==> config.mk <==
export PLATFORM = sky130hd
export DESIGN_NAME = divider
export DESIGN_NICKNAME = d
export VERILOG_FILES = /design/src/rtl/divider.sv
export SDC_FILE = /design/constraint.sdc
export NUM_CORES = 1
export LEC_CHECK = 0
export BUFFER_PORTS_ARGS = -buffer_cell sky130_fd_sc_hd__buf_2
export CORE_MARGIN = 2
export CORE_UTILIZATION = 35
export DETAILED_ROUTE_END_ITERATION = 8
export GPL_TIMING_DRIVEN = 1
export PLACE_DENSITY_LB_ADDON = 0.1
export SLEW_MARGIN = 10
export SYNTH_ARGS = -nofsm -noshare
export SYNTH_HDL_FRONTEND = slang
export SYNTH_SLANG_ARGS = --single-unit
==> constraint.sdc <==
create_clock -name clk -period 7.6 [get_ports clk]
set_input_delay 1.14 -clock clk [delete_from_list [all_inputs] [get_ports clk]]
set_output_delay 1.14 -clock clk [all_outputs]
set_load 0.1 [all_outputs]
==> src/rtl/divider.sv <==
// rtl/divider.sv - multi-cycle restoring divider, signed/unsigned, quotient or remainder
module divider #(
    parameter int WIDTH = 32
) (
    input  logic             clk,
    input  logic             resetn,
    input  logic             start,
    input  logic [WIDTH-1:0] a,
    input  logic [WIDTH-1:0] b,
    input  logic [1:0]       op,
    output logic [WIDTH-1:0] c,
    output logic             busy,
    output logic             done,
    output logic             div_zero,
    output logic             is_zero,
    output logic             is_negative
);

    localparam int CW = $clog2(WIDTH + 1);

    typedef enum logic [2:0] {
        S_IDLE = 3'd0,
        S_PREP = 3'd1,
        S_RUN  = 3'd2,
        S_FIX  = 3'd3,
        S_DONE = 3'd4
    } state_t;

    state_t           state_q, state_d;
    logic [WIDTH-1:0] a_q, a_d;       // raw captured dividend, kept for the divide-by-zero remainder
    logic [WIDTH-1:0] b_q, b_d;       // captured divisor, then its magnitude
    logic [WIDTH-1:0] quo_q, quo_d;   // dividend magnitude shifting out, quotient bits shifting in
    logic [WIDTH-1:0] rem_q, rem_d;
    logic [CW-1:0]    cnt_q, cnt_d;
    logic             sgn_q, sgn_d;
    logic             rsel_q, rsel_d;
    logic             qneg_q, qneg_d;
    logic             rneg_q, rneg_d;
    logic             zdiv_q, zdiv_d;
    logic [WIDTH-1:0] c_q, c_d;
    logic             busy_q, busy_d;
    logic             done_q, done_d;
    logic             dz_q, dz_d;

    logic [WIDTH:0]   shifted;
    logic [WIDTH:0]   diff;
    logic             ge;
    logic [WIDTH-1:0] q_fix;
    logic [WIDTH-1:0] r_fix;

    // One restoring step: shift in the next dividend bit and trial-subtract with a WIDTH+1-bit subtractor
    always_comb begin
        shifted = {rem_q, quo_q[WIDTH-1]};
        diff    = shifted - {1'b0, b_q};
        ge      = (shifted >= {1'b0, b_q});
        q_fix   = zdiv_q ? {WIDTH{1'b1}} : (qneg_q ? -quo_q : quo_q);
        r_fix   = zdiv_q ? a_q : (rneg_q ? -rem_q : rem_q);
    end

    // Next-state and datapath updates for the IDLE/PREP/RUN/FIX/DONE sequence
    always_comb begin
        state_d = state_q;
        a_d     = a_q;
        b_d     = b_q;
        quo_d   = quo_q;
        rem_d   = rem_q;
        cnt_d   = cnt_q;
        sgn_d   = sgn_q;
        rsel_d  = rsel_q;
        qneg_d  = qneg_q;
        rneg_d  = rneg_q;
        zdiv_d  = zdiv_q;
        c_d     = c_q;
        busy_d  = busy_q;
        done_d  = 1'b0;
        dz_d    = dz_q;
        case (state_q)
            S_IDLE: begin
                if (start) begin
                    a_d     = a;
                    b_d     = b;
                    sgn_d   = op[1];
                    rsel_d  = op[0];
                    busy_d  = 1'b1;
                    state_d = S_PREP;
                end
            end
            S_PREP: begin
                qneg_d  = sgn_q & (a_q[WIDTH-1] ^ b_q[WIDTH-1]);
                rneg_d  = sgn_q & a_q[WIDTH-1];
                quo_d   = (sgn_q && a_q[WIDTH-1]) ? -a_q : a_q;
                b_d     = (sgn_q && b_q[WIDTH-1]) ? -b_q : b_q;
                zdiv_d  = (b_q == '0);
                rem_d   = '0;
                cnt_d   = CW'(WIDTH);
                state_d = S_RUN;
            end
            S_RUN: begin
                rem_d = ge ? diff[WIDTH-1:0] : shifted[WIDTH-1:0];
                quo_d = {quo_q[WIDTH-2:0], ge};
                cnt_d = cnt_q - 1'b1;
                if (cnt_q == CW'(1)) begin
                    state_d = S_FIX;
                end
            end
            S_FIX: begin
                c_d     = rsel_q ? r_fix : q_fix;
                dz_d    = zdiv_q;
                busy_d  = 1'b0;
                done_d  = 1'b1;
                state_d = S_DONE;
            end
            S_DONE: begin
                state_d = S_IDLE;
            end
            default: begin
                state_d = S_IDLE;
            end
        endcase
    end

    // State register with synchronous active-low clear of everything
    always_ff @(posedge clk) begin
        if (!resetn) begin
            state_q <= S_IDLE;
            a_q     <= '0;
            b_q     <= '0;
            quo_q   <= '0;
            rem_q   <= '0;
            cnt_q   <= '0;
            sgn_q   <= 1'b0;
            rsel_q  <= 1'b0;
            qneg_q  <= 1'b0;
            rneg_q  <= 1'b0;
            zdiv_q  <= 1'b0;
            c_q     <= '0;
            busy_q  <= 1'b0;
            done_q  <= 1'b0;
            dz_q    <= 1'b0;
        end else begin
            state_q <= state_d;
            a_q     <= a_d;
            b_q     <= b_d;
            quo_q   <= quo_d;
            rem_q   <= rem_d;
            cnt_q   <= cnt_d;
            sgn_q   <= sgn_d;
            rsel_q  <= rsel_d;
            qneg_q  <= qneg_d;
            rneg_q  <= rneg_d;
            zdiv_q  <= zdiv_d;
            c_q     <= c_d;
            busy_q  <= busy_d;
            done_q  <= done_d;
            dz_q    <= dz_d;
        end
    end

    assign c           = c_q;
    assign busy        = busy_q;
    assign done        = done_q;
    assign div_zero    = dz_q;
    assign is_zero     = (c_q == '0);
    assign is_negative = c_q[WIDTH-1];

endmodule

== After elaboration in Yosys (flattened, before gate mapping) ==
Index checks and enable logic that the tools add are counted.

* Register bits after elaboration: 177
* Bits of input ports: 69
* Output and inout bits: 37
* Logic and storage cells: 63

* $add $sub $neg: 6
* $lt $le $gt $ge: 1
* Equality and inequality tests: 7
* Mux-type cells: 19
* Bitwise logic cells: 3
* Reductions and logical operators: 12

{| class="wikitable"
|+ Operator list
! operator !! count
|-
| 2-to-1 mux 32 bit || 9
|-
| case mux 32 bit (2 select lines) || 3
|-
| negation 32 bit || 4
|-
| logical NOT 32 bit || 2
|-
| greater-or-equal comparator 33 x 32 -> 1 bit || 1
|-
| subtractor 32 bit || 1
|-
| case mux 3 bit (4 select lines) || 1
|-
| case mux 6 bit (2 select lines) || 1
|-
| equality test 3 x 2 -> 1 bit (second input constant) || 2
|-
| equality test 6 x 1 -> 1 bit (second input constant) || 1
|-
| 2-to-1 mux 3 bit || 2
|-
| != test 2 bit (second input constant) || 3
|-
| AND reduction 2 bit || 3
|-
| nonzero test 2 bit || 3
|-
| subtractor 6 x 1 -> 6 bit (second input constant) || 1
|-
| equality test 3 x 1 -> 1 bit (second input constant) || 1
|-
| logical NOT 3 bit || 1
|-
| AND reduction 3 bit || 1
|-
| bitwise AND 1 bit || 2
|-
| logical AND 1 bit || 2
|-
| 2-to-1 mux 1 bit || 2
|-
| case mux 1 bit (2 select lines) || 1
|-
| XOR 1 bit || 1
|}

== Longest topological paths before layout ==
* Word-level depth: 4
* Mapped depth: 12
* Depth with buffers taken out: 12

== Worst setup path before layout ==
No wires, ideal clock.

* Path type: register to output
* Start: register c_q[25] (netlist: c[25])
* End: output port is_zero
* Arrival time: 2410 ps
* Required time: 6460 ps
* Setup slack: 4050 ps
* Cell stages (with the launch flop): 4
* Buffers on the path: 0
* Cell sequence: dfxtp_1 > nor4_1 > nand4_1 > nor2_1

* Longest elaborated chain between the ends: 1

{| class="wikitable"
|+ RTL lines
! element !! line !! text
|-
| start, declared || 40 || <nowiki>logic [WIDTH-1:0] c_q, c_d;</nowiki>
|-
| start signal, assigned || 136 || <nowiki>c_q <= '0;</nowiki>
|-
| start signal, assigned || 152 || <nowiki>c_q <= c_d;</nowiki>
|-
| logical NOT 32 bit || 163 || <nowiki>assign is_zero = (c_q == '0);</nowiki>
|-
| end, declared || 15 || <nowiki>output logic is_zero,</nowiki>
|}

No other way between the ends.

==> results.json <==
{
  "rsz0062_at_grt": "no",
  "drv_cap": 0,
  "fill_cells": 3391,
  "crit_arrival_ns": 3.94,
  "grt_max_degree": 69,
  "synth_flop_cell": "dfxtp_1",
  "track_usage": 0.229,
  "path_max_fanout": 38,
  "power_frac_clock": 0.352,
  "power_density_mw_per_mm2": 210,
  "outcome": "completed",
  "drcViolationCount": 0,
  "die_area_mm2": 0.0347,
  "wl_met2_um": 18200,
  "fin_crit_sh": 0.472,
  "internal_power_uw": 1760,
  "seqCellArea_mm2": 0.00354,
  "grt_pass1_vias": 10805,
  "power.switching_uw": 978,
  "synth_cell_types": 77,
  "top_layer": "met4",
  "wl_per_cell_um": 19.3,
  "num_rows": 66,
  "overflow": 0,
  "grt_pass1_wl_um": 61500,
  "layout-drive-gt1-share": 0.115,
  "hold_path_class": "reg -> reg",
  "met3_length_um": 1310,
  "initial_core_util": 0.357,
  "final_nets": 1693,
  "die_w_um": 186,
  "max_freq_mhz": 279,
  "worstPathRequired_ns": 7.96,
  "setup-tns-final_ns": 0,
  "clkTransAtPathRegs_ns": 0.07,
  "layout_common_cells": "nand2_1, dfxtp_1, a21oi_1",
  "synth_enable_flop_cells": 0,
  "syn_inst": 1550,
  "fin_skew_ns": 0.0148,
  "clock_sinks": 177,
  "vias": 11441,
  "worst_pin_slew_ns": 1.06,
  "ir_worst_vdd_mv": 0.170,
  "clk_latency_ns": 0.45,
  "yosysSeqAreaShare": 0.305,
  "hold_slack_ns": 0.463,
  "cts_buffers": 17,
  "p_leak_uw": 0.00510,
  "cts_tree": "done",
  "yosysWarnings": 0,
  "hold_buffers": 0,
  "cts_resized": 0,
  "place_congestion": 0.871,
  "criticalPathCategory": "in -> reg",
  "ys_ff_latch": 177,
  "portBuffers": 105,
  "finalHoldViolations": 0,
  "antenna_found_initial": 0,
  "n_antenna_cell": 0,
  "setup_viol": 0,
  "wl_met1_um": 18600,
  "die_y_um": 186,
  "final_antenna_net_count": 0,
  "synth_nets": 1658,
  "synth_largest_area_cell": "dfxtp_1",
  "ys_async_sr_fraction": 0,
  "hpwl_um": 29000,
  "avgSynthCellArea_um2": 7.50,
  "firstDrtPassIters": 5,
  "yosys.area.top_type_share": 0.305,
  "syn_to_final_growth_pct": 12.1,
  "num_io_pins": 106,
  "final_common_cell": "nand2_1",
  "yosys-top-cells-area": "dfxtp_1, a21oi_1, nand2_1",
  "drt-total-wl_um": 39300,
  "core-area_mm2": 0.0326,
  "crit_path_end_kind": "register",
  "htreeDepth": 4,
  "maxSlewHeadroom": 0.289,
  "post_cts_buffers": 0,
  "comb_power_share": 0.266,
  "p_seq_frac": 0.382,
  "multi_input_area_mm2": 0.00745,
  "via_per_inst": 5.61,
  "slew_viol_final": 0,
  "switching_share": 0.358,
  "fin_crit_ns": 3.59,
  "cts_root_buffer": "clkbuf_16",
  "cp-start-kind": "primary input",
  "syn_area_mm2": 0.0116,
  "drtIter0Drc": 789,
  "clock_path_buffers": 2
}
[per-layer routing]
layer  GRT usage  up-vias
li1            -     5707
met1       0.305     5436
met2       0.379      244
met3      0.0323       54
met4      0.0828        0
met5           0        -
[cell usage after synthesis (9+ instances only)]
| master | instances |
|---|---|
| a21o_1 | 12 |
| a21oi_1 | 164 |
| a22oi_1 | 43 |
| a31oi_1 | 16 |
| a32oi_1 | 12 |
| clkbuf_1 | 88 |
| dfxtp_1 | 177 |
| ha_1 | 38 |
| inv_1 | 57 |
| mux2i_1 | 25 |
| nand2_1 | 216 |
| nand3_1 | 26 |
| nand4_1 | 16 |
| nor2_1 | 111 |
| nor2b_1 | 9 |
| nor3_1 | 39 |
| nor4_1 | 26 |
| o211ai_1 | 12 |
| o21ai_0 | 112 |
| o221ai_1 | 15 |
| o22ai_1 | 16 |
| o31ai_1 | 30 |
| o41ai_1 | 16 |
| or3_1 | 9 |
| or4_1 | 14 |
| xnor2_1 | 62 |
| xor2_1 | 55 |
[per-stage QoR]
step / worst slack (ns) / area (um2) / util / power, uW / std cells
after floorplan: 4.05 / 11600 / - / 1590 / 1550
after global placement: 3.66 / 12400 / 0.380 / 1790 / 2008
after detailed placement: 3.53 / 12400 / 0.380 / 1790 / 2008
after CTS: 3.99 / 13000 / 0.400 / 2750 / 2040
after global routing: 3.74 / 13000 / 0.400 / 2870 / 2040
final: 4.01 / 13000 / 0.400 / 2730 / 2040
[worst paths after layout]
kind	slack [ns]	end	startpoint	cells after the start
hold reg to reg	0.46	div_zero	div_zero	2
hold / removal	0.46	div_zero	div_zero	2
setup / recovery	4.01	rem_q[21]	resetn	6
setup reg to reg	4.16	rem_q[21]	b_q[10]	11
[critical path, cell delays in order]
cell	delay [ns]
buf_2	0.08
buf_4	0.30
clkinv_2	0.61
nor2_1	1.04
nand2_1	0.46
o21ai_0	0.29
[cell type report]
| class | count | share of cell area |
|---|---|---|
| Clock buffer | 17 | 0.0326 |
| Clock inverter | 15 | 0.0152 |
| Inverter | 58 | 0.0168 |
| Multi-Input combinational cell | 1210 | 0.572 |
| Sequential cell | 177 | 0.272 |
| Tap cell | 442 | 0.0424 |
| Timing Repair Buffer | 121 | 0.0495 |
[state kept, by name, summed over array words and instances, names as in the netlist]
| signal | flops |
|---|---|
| b_q | 32 |
| a_q | 32 |
| quo_q | 32 |
| state_q | 3 |
| busy | 1 |
| rsel_q | 1 |
| div_zero | 1 |
| c | 32 |
| done | 1 |
| zdiv_q | 1 |
| sgn_q | 1 |
| cnt_q | 6 |
| rneg_q | 1 |
| rem_q | 32 |
| qneg_q | 1 |
[power groups by stage]
stage | logic, uW | registers [uW] | clock network [uW]
after global routing | 804 | 1050 | 1020
after detailed placement | 723 | 1060 | 0
after CTS | 726 | 1040 | 982
after global placement | 724 | 1060 | 0
final | 726 | 1040 | 963
after floorplan | 533 | 1050 | 0
[cells by family after synthesis]
logic type	after synthesis	synth area share
simple gates	517	0.209
mux	27	0.0235
compound gates	510	0.275
xor+xnor	117	0.0881
flops	177	0.305
fa+ha+maj	39	0.0426
buf+inv	163	0.0572
(Power assumes the default switching activity.)
